--- src/rtl/damage_scanner.sv ---
// damage_scanner: per-frame bullet slot scan accumulating damage/heal into a saturating HP register.
// Optional invulnerability frames are enabled by defining DMG_IFRAME_EN.
module damage_scanner #(
  parameter int N_SLOTS       = 8,
  parameter int IDX_W         = 3,
  parameter int DMG_W         = 8,
  parameter int ATTACK_POWER  = 10,
  parameter int HEAL_POWER    = 5,
  parameter int HP_MAX        = 100,
  parameter int IFRAME_FRAMES = 30
) (
  input  logic             clk,
  input  logic             rst_n,
  input  logic             start,
  input  logic             is_collide,
  input  logic             is_render,
  input  logic             is_move,
  input  logic [2:0]       color,
  output logic [IDX_W-1:0] index,
  output logic             busy,
  output logic [DMG_W-1:0] damage,
  output logic [DMG_W-1:0] heal_amt,
  output logic [DMG_W-1:0] hp,
  output logic             dead,
  output logic             invuln,
  output logic             complete
);
  typedef enum logic [1:0] {IDLE, SCAN, APPLY} state_t;
  localparam logic [IDX_W-1:0] LAST = IDX_W'(N_SLOTS - 1);
  localparam logic [DMG_W-1:0] SAT = '1;
  state_t state, state_nx;
  logic accept, qual, dmg_hit, heal_hit;
  logic [DMG_W:0] dmg_sum, heal_sum;
  logic signed [DMG_W+1:0] hp_calc;
  logic [DMG_W-1:0] hp_next;
  assign accept   = state == IDLE && start && !dead;
  assign qual     = is_collide && is_render;
  assign heal_hit = qual && color == 3'd1;
  assign dmg_hit  = qual && !invuln &&
                    (color == 3'd0 || (color == 3'd2 && is_move) || (color == 3'd3 && !is_move));
  assign dmg_sum  = {1'b0, damage} + (DMG_W+1)'(ATTACK_POWER);
  assign heal_sum = {1'b0, heal_amt} + (DMG_W+1)'(HEAL_POWER);
  // two guard bits keep the signed intermediate from wrapping before the clamp
  assign hp_calc  = $signed({2'b00, hp}) - $signed({2'b00, damage}) + $signed({2'b00, heal_amt});
  assign hp_next  = hp_calc < 0 ? '0 : hp_calc > HP_MAX ? DMG_W'(HP_MAX) : hp_calc[DMG_W-1:0];
  always_ff @(posedge clk or negedge rst_n)
    if (!rst_n) state <= IDLE;
    else state <= state_nx;
  always_comb
    state_nx = state == IDLE ? (accept ? SCAN : IDLE) :
               state == SCAN ? (index == LAST ? APPLY : SCAN) : IDLE;
  always_comb
    busy = state != IDLE;
  always_ff @(posedge clk or negedge rst_n)
    if (!rst_n) begin
      index    <= '0;
      damage   <= '0;
      heal_amt <= '0;
      hp       <= DMG_W'(HP_MAX);
      dead     <= 1'b0;
      complete <= 1'b0;
    end else begin
      complete <= state == APPLY;
      if (accept) begin
        index    <= '0;
        damage   <= '0;
        heal_amt <= '0;
      end
      if (state == SCAN) begin
        if (index != LAST) index <= index + 1'b1;
        if (dmg_hit) damage <= dmg_sum[DMG_W] ? SAT : dmg_sum[DMG_W-1:0];
        if (heal_hit) heal_amt <= heal_sum[DMG_W] ? SAT : heal_sum[DMG_W-1:0];
      end
      if (state == APPLY) begin
        hp <= hp_next;
        if (hp_next == '0) dead <= 1'b1;
      end
    end
`ifdef DMG_IFRAME_EN
  localparam int CNT_W = $clog2(IFRAME_FRAMES + 1);
  logic [CNT_W-1:0] iframe_cnt;
  always_ff @(posedge clk or negedge rst_n)
    if (!rst_n) iframe_cnt <= '0;
    else if (state == APPLY && damage != '0 && !invuln) iframe_cnt <= CNT_W'(IFRAME_FRAMES);
    else if (accept && iframe_cnt != '0) iframe_cnt <= iframe_cnt - 1'b1;
  assign invuln = iframe_cnt != '0;
`else
  assign invuln = 1'b0;
`endif
endmodule

--- config.mk ---
export PLATFORM = sky130hd
export DESIGN_NAME = damage_scanner
export DESIGN_NICKNAME = d
export VERILOG_FILES = /design/src/rtl/damage_scanner.sv
export SDC_FILE = /design/constraint.sdc
export NUM_CORES = 1
export LEC_CHECK = 0
export CAP_MARGIN = 20
export CORE_MARGIN = 5
export CORE_UTILIZATION = 40
export DETAILED_ROUTE_END_ITERATION = 8
export PLACE_DENSITY_LB_ADDON = 0.3
export SETUP_SLACK_MARGIN = 0.02
export SLEW_MARGIN = 20
export SYNTH_ARGS = -nofsm -noshare
export SYNTH_HDL_FRONTEND = slang
export SYNTH_SLANG_ARGS = --single-unit
--- constraint.sdc ---
create_clock -name clk -period 3.7 [get_ports clk]
set_input_delay 0.74 -clock clk [delete_from_list [all_inputs] [get_ports clk]]
set_output_delay 0.74 -clock clk [all_outputs]
set_load 0.03 [all_outputs]
---- Word level (Yosys, flattened, before mapping) ----
Cells that the tools add are included.
storage, ports and cells
  bits in registers ....................... 31
  output and inout port bits .............. 31
  bits in latches ......................... 0
  RAM bits ................................ 0
  memories kept ........................... 0
  ROM bits ................................ 0
cells by class
  equal/unequal tests ..................... 7
  shift-type cells ........................ 0
  reduce and logical (&&, ||, !) cells .... 16
  divide/modulo/power cells ............... 0
  bitwise operators ....................... 0
  multiply operators ...................... 0
  order comparisons ....................... 2
  mux-type cells .......................... 17
  add/subtract/negate cells ............... 5
operators with widths
  operator                                                         number
  2-to-1 mux 8 bit                                                 10
  adder 9 x 9 -> 10 bit                                            1
  greater-than comparator 10 x 8 -> 1 bit (second input constant)  1
  less-than comparator 10 x 1 -> 1 bit (second input constant)     1
  adder 8 x 3 -> 9 bit (second input constant)                     1
  adder 8 x 4 -> 9 bit (second input constant)                     1
  2-to-1 mux 3 bit                                                 3
  subtractor 8 x 8 -> 9 bit                                        1
  logical NOT 8 bit                                                1
  logical AND 1 bit                                                7
  == test 3 x 2 -> 1 bit (second input constant)                   2
  2-to-1 mux 2 bit                                                 3
  adder 3 x 1 -> 3 bit (second input constant)                     1
  == test 3 x 1 -> 1 bit (second input constant)                   1
  == test 3 bit (second input constant)                            1
  logical NOT 3 bit                                                1
  inequality test 3 bit (second input constant)                    1
  == test 2 x 1 -> 1 bit (second input constant)                   1
  == test 2 bit (second input constant)                            1
  logical NOT 1 bit                                                2
  logical NOT 2 bit                                                1
  logical OR 1 bit                                                 2
  AND reduction 2 bit                                              1
  nonzero test 2 bit                                               1
  2-to-1 mux 1 bit                                                 1

---- Depth between registers and ports, before layout ----
  depth in word-level cells ............... 7
  mapped depth ............................ 15
  mapped depth without buffers ............ 15

---- Worst setup path before layout ----
Ideal clock, no wire load.
  path type ............................... reg-to-reg
  from .................................... register damage[1]
  to ...................................... register dead
  buffers on the path ..................... 0
  arrival time ............................ 3.212 ns
  cell stages (with the launch flop) ...... 16
  data required time ...................... 3.574 ns
  setup time .............................. 0.126 ns
  clock period less this slack ............ 3.338 ns
  setup slack ............................. 0.362 ns
  path through ............................ dfrtp_1 inv_1 ha_1 nor2b_1 o21ai_0 a21boi_0 o21ai_0 nor2b_1 xnor2_1 ha_1 nor3_1 nor2_1 a2bb2oi_1 xnor2_1 nor3_1 a311o_1
on the way
  cells in the longest elaborated chain, start to end .. 7
RTL lines
  element                                  RTL line  RTL
  from (decl)                              21        output logic [DMG_W-1:0] damage,
  from (signal assigned)                   71        if (dmg_hit) damage <= dmg_sum[DMG_W] ? SAT : dmg_sum[DMG_W-1:0];
  subtractor 8 x 8 -> 9 bit *              44        assign hp_calc = $signed({2'b00, hp}) - $signed({2'b00, damage}) + $signed({2'b00, heal_amt});
  adder 9 x 9 -> 10 bit *                  44
  greater-than comparator 10 x 8 -> 1 bit  45        assign hp_next = hp_calc < 0 ? '0 : hp_calc > HP_MAX ? DMG_W'(HP_MAX) : hp_calc[DMG_W-1:0];
  2-to-1 mux 8 bit                         45
  2-to-1 mux 8 bit *                       45
  logical NOT 8 bit *                      76        if (hp_next == '0) dead <= 1'b1;
  AND reduction 2 bit (no line) *          -
  to (signal assigned)                     60        dead <= 1'b0;
  to (signal assigned)                     76
  to (decl)                                24        output logic dead,
Every way passes the cells marked *; elsewhere a longest branch is shown, timed or not.
A chain may end at the register's enable or synchronous reset.

---- Worst setup path in the final report ----
  from .................................... register damage[1]
  to ...................................... register hp[0]
on the way
  cells in the longest elaborated chain, start to end .. 5
RTL lines
  element                                  RTL line  RTL
  subtractor 8 x 8 -> 9 bit *              44
  adder 9 x 9 -> 10 bit *                  44
  greater-than comparator 10 x 8 -> 1 bit  45
  2-to-1 mux 8 bit                         45
  2-to-1 mux 8 bit *                       45
  to (signal assigned)                     59        hp <= DMG_W'(HP_MAX);
  to (signal assigned)                     75        hp <= hp_next;
  to (decl)                                23        output logic [DMG_W-1:0] hp,
Marks and branches as above.

==> flow_metrics.py <==
metrics = {
    "setup_path": {
        "crit_path_cell_trace": "inv_1, ha_1, nor2b_1, o21ai_0, a21boi_0, o21ai_1, nor2b_1, xnor2_1, ha_2, a21oi_1, nor2b_1, o32ai_1, nand4_1, a311oi_4, a32o_1",
        "critPathMaxFanout": 7,
        "worstSetupEndpointType": "register",
        "critPathRequiredTime_ns": 3.93,
        "worstSetupStartpointType": "register",
        "path_class": "reg2reg",
        "slowest_stage": "dfrtp_2",
        "cpPeakStageDelay_ns": 0.43,
        "path_common_cell": "nor2b_1",
        "worstPathArrival_ns": 3.70,
    },
    "cells_and_area": {
        "layout.nets": 318,
        "fillCellCount": 521,
        "regArea_um2": 781,
        "multi_input_area_um2": 1360,
        "drive_gt1_frac": 0.0868,
        "num_antenna_cells": 0,
        "syn_to_final_growth_pct": 27.4,
        "utilization": 0.517,
    },
    "power_and_ir_drop": {
        "switching_share": 0.479,
        "seqPwrFrac": 0.209,
        "peakVddDrop_mv": 0.334,
        "p_int_w": 0.00134,
        "power_density_nw_per_um2": 917,
        "p_clk_frac": 0.110,
        "p_comb_frac": 0.681,
        "p_leak_nw": 1.23,
        "p_sw_w": 0.00123,
    },
    "route": {
        "via_per_inst": 5.31,
        "wire_per_inst_um": 14.6,
        "final_antenna_net_count": 0,
        "wirelength_um": 5250,
        "vias": 1913,
        "drt_iter0_markers": 41,
        "drc": 0,
        "dr.pass1.iters": 4,
    },
    "global_route": {
        "grt_pass1_wl_um": 8910,
        "track_usage": 0.156,
        "grt_max_degree": 32,
        "globalRouteOverflowTotal": 0,
        "grt_pass1_vias": 1884,
        "antenna_found_initial": 0,
    },
    "cts": {
        "clkLatencyLatePin_ns": 0.29,
        "post_cts_buffers": 0,
        "cts_buffer_depth": 2,
        "cts_root_buffer": "clkbuf_8",
        "cts_resized": 0,
        "cts_sinks": 31,
        "clkTransAtPathRegs_ns": 0.07,
        "cts_tree": "built",
        "cts_made_buffers": 5,
        "h-tree-depth": 2,
        "cts_hold_buf": 0,
    },
    "yosys": {
        "synth_edf_count": 0,
        "ys_ff_latch": 31,
        "synthCells": 244,
        "syn_nets": 275,
        "synth.distinct_cells": 53,
        "synth_ff_type": "dfrtp_1",
        "ys_warn_count": 0,
        "async_flop_share": 1.00,
        "ys_seq_area_frac": 0.355,
        "synth.avg_cell_area_um2": 9.00,
        "synth_area_um2": 2200,
    },
    "sta": {
        "finalSetupTns_ns": 0,
        "hold_violations": 0,
        "slew_viol_final": 0,
        "min_period_ns": 3.47,
        "fin_skew_ns": 0.00831,
        "setup_viol": 0,
        "rsz0062_at_grt": "false",
        "clock.fmax_mhz": 288,
        "fin_crit_sh": 0.937,
    },
    "outcome": {
        "status": "finished, final reports clean",
    },
    "job": {
        "drv_cap": 0,
    },
    "placed_design": {
        "hpwl_um": 4100,
        "gp_routability_congestion": 0.948,
        "io_buffers": 38,
    },
    "floorplan": {
        "placementRows": 27,
        "pin_count": 40,
        "fp.dieW_um": 84.1,
        "initial_utilization": 0.406,
        "die_area_um2": 7070,
        "fp.coreArea_um2": 5410,
        "die_height_um": 84.1,
    },
    "hold_path": {
        "min_path_type": "reg2reg",
    },
}
==> cells by family after synthesis <==
kind of cell	Yosys count	synth area share
simple gates	88	0.212
other cells	1	0.00171
flops	31	0.355
xor+xnor	11	0.0439
compound gates	65	0.206
mux	1	0.00513
buf+inv	25	0.0444
fa+ha+maj	22	0.132
==> per-stage QoR <==
stage	instance area [um^2]	setup slack, ns	hold slack (ns)	total power [W]	instances
global placement	2670	0.300	0.514	0.00219	352
detailed placement	2670	0.182	0.516	0.00221	352
floorplan	2200	0.362	0.444	0.00177	244
CTS	2760	0.129	0.531	0.00250	360
global route	2800	0.0679	0.554	0.00277	360
finish	2800	0.232	0.522	0.00256	360
==> cell usage after synthesis (4+ instances only) <==
cell type,number,area (um^2)
xnor2_1,7,61.3
nor3_1,13,65.1
nand3_1,10,50.1
inv_1,20,75.1
o21ai_0,8,40.0
nor2_1,22,82.6
nor2b_1,8,50.1
xor2_1,4,35.0
clkbuf_1,4,15.0
nand2_1,8,30.0
dfrtp_1,28,701
a22o_1,5,43.8
ha_1,20,250
a21oi_1,23,115
o21a_1,4,30.0
==> power groups by stage <==
stage,registers [W],clock network [W],logic (W)
6_report,0.000535,0.000282,0.00175
5_1_grt,0.000553,0.000305,0.00192
4_1_cts,0.000534,0.000289,0.00168
3_5_place_dp,0.000540,0,0.00167
3_3_place_gp,0.000537,0,0.00165
2_1_floorplan,0.000668,0,0.00110
==> flip-flops by register name, summed over array words and instances, names as in the netlist <==
name      cells
dead          1
state         2
complete      1
damage        8
index         3
heal_amt      8
hp            8
==> critical path, delay by kind of cell, from the launching register on <==
| family | cells | cell delay, ns |
|---|---|---|
| compound gates | 7 | 1.51 |
| simple gates | 4 | 0.63 |
| fa+ha+maj | 2 | 0.62 |
| flops | 1 | 0.43 |
| xor+xnor | 1 | 0.17 |
| buf+inv | 1 | 0.06 |
==> cell type report <==
class	count	share of cell area
clock inverter	1	0.00179
multi-input combinational	188	0.485
tap	72	0.0322
inverter	20	0.0268
timing repair buffer	41	0.144
clock buffer	7	0.0309
sequential	31	0.279
==> routing by layer <==
metal / GRT usage / vias up / routed length (um)
met5: 0 / - / 0
met4: 0.0512 / 0 / 104
met3: 0.0355 / 9 / 203
met2: 0.267 / 34 / 2530
met1: 0.192 / 903 / 2420
li1: - / 967 / -
==> placed cells by master (no fill, tap or decap), drive strengths merged, types with 2 or more instances in the layout <==
cell	instances
clkdlybuf4s50	38
dfrtp	28
a21oi	23
nor2	22
inv	20
ha	20
nor3	13
nand3	10
o21ai	10
nor2b	8
nand2	8
xnor2	7
clkbuf	7
a22o	5
o21a	4
xor2	4
a311oi	4
or3	3
nand2b	3
and2	3
nor4	3
o211a	3
dfstp	3
buf	3
or2	3
nor3b	2
and3	2
and4b	2
a21o	2
a211o	2
fa	2
a2bb2oi	2
==> final timing paths <==
kind	startpoint	to	slack [ns]	cells past startpoint
worst max-delay path	damage[1]$_DFF_PN0_	hp[0]$_DFFE_PN0P_	0.23	15
max in group asynchronous	rst_n	hp[5]$_DFFE_PN1P_	2.53	2
worst max register to register	damage[1]$_DFF_PN0_	hp[0]$_DFFE_PN0P_	0.23	15
worst min register to register	hp[7]$_DFFE_PN0P_	hp[7]$_DFFE_PN0P_	0.52	1
min in group asynchronous	rst_n	damage[0]$_DFFE_PN0P_	0.84	2
worst min-delay path	hp[7]$_DFFE_PN0P_	hp[7]$_DFFE_PN0P_	0.52	1
Note: power is estimated with default switching activity, not from simulation.
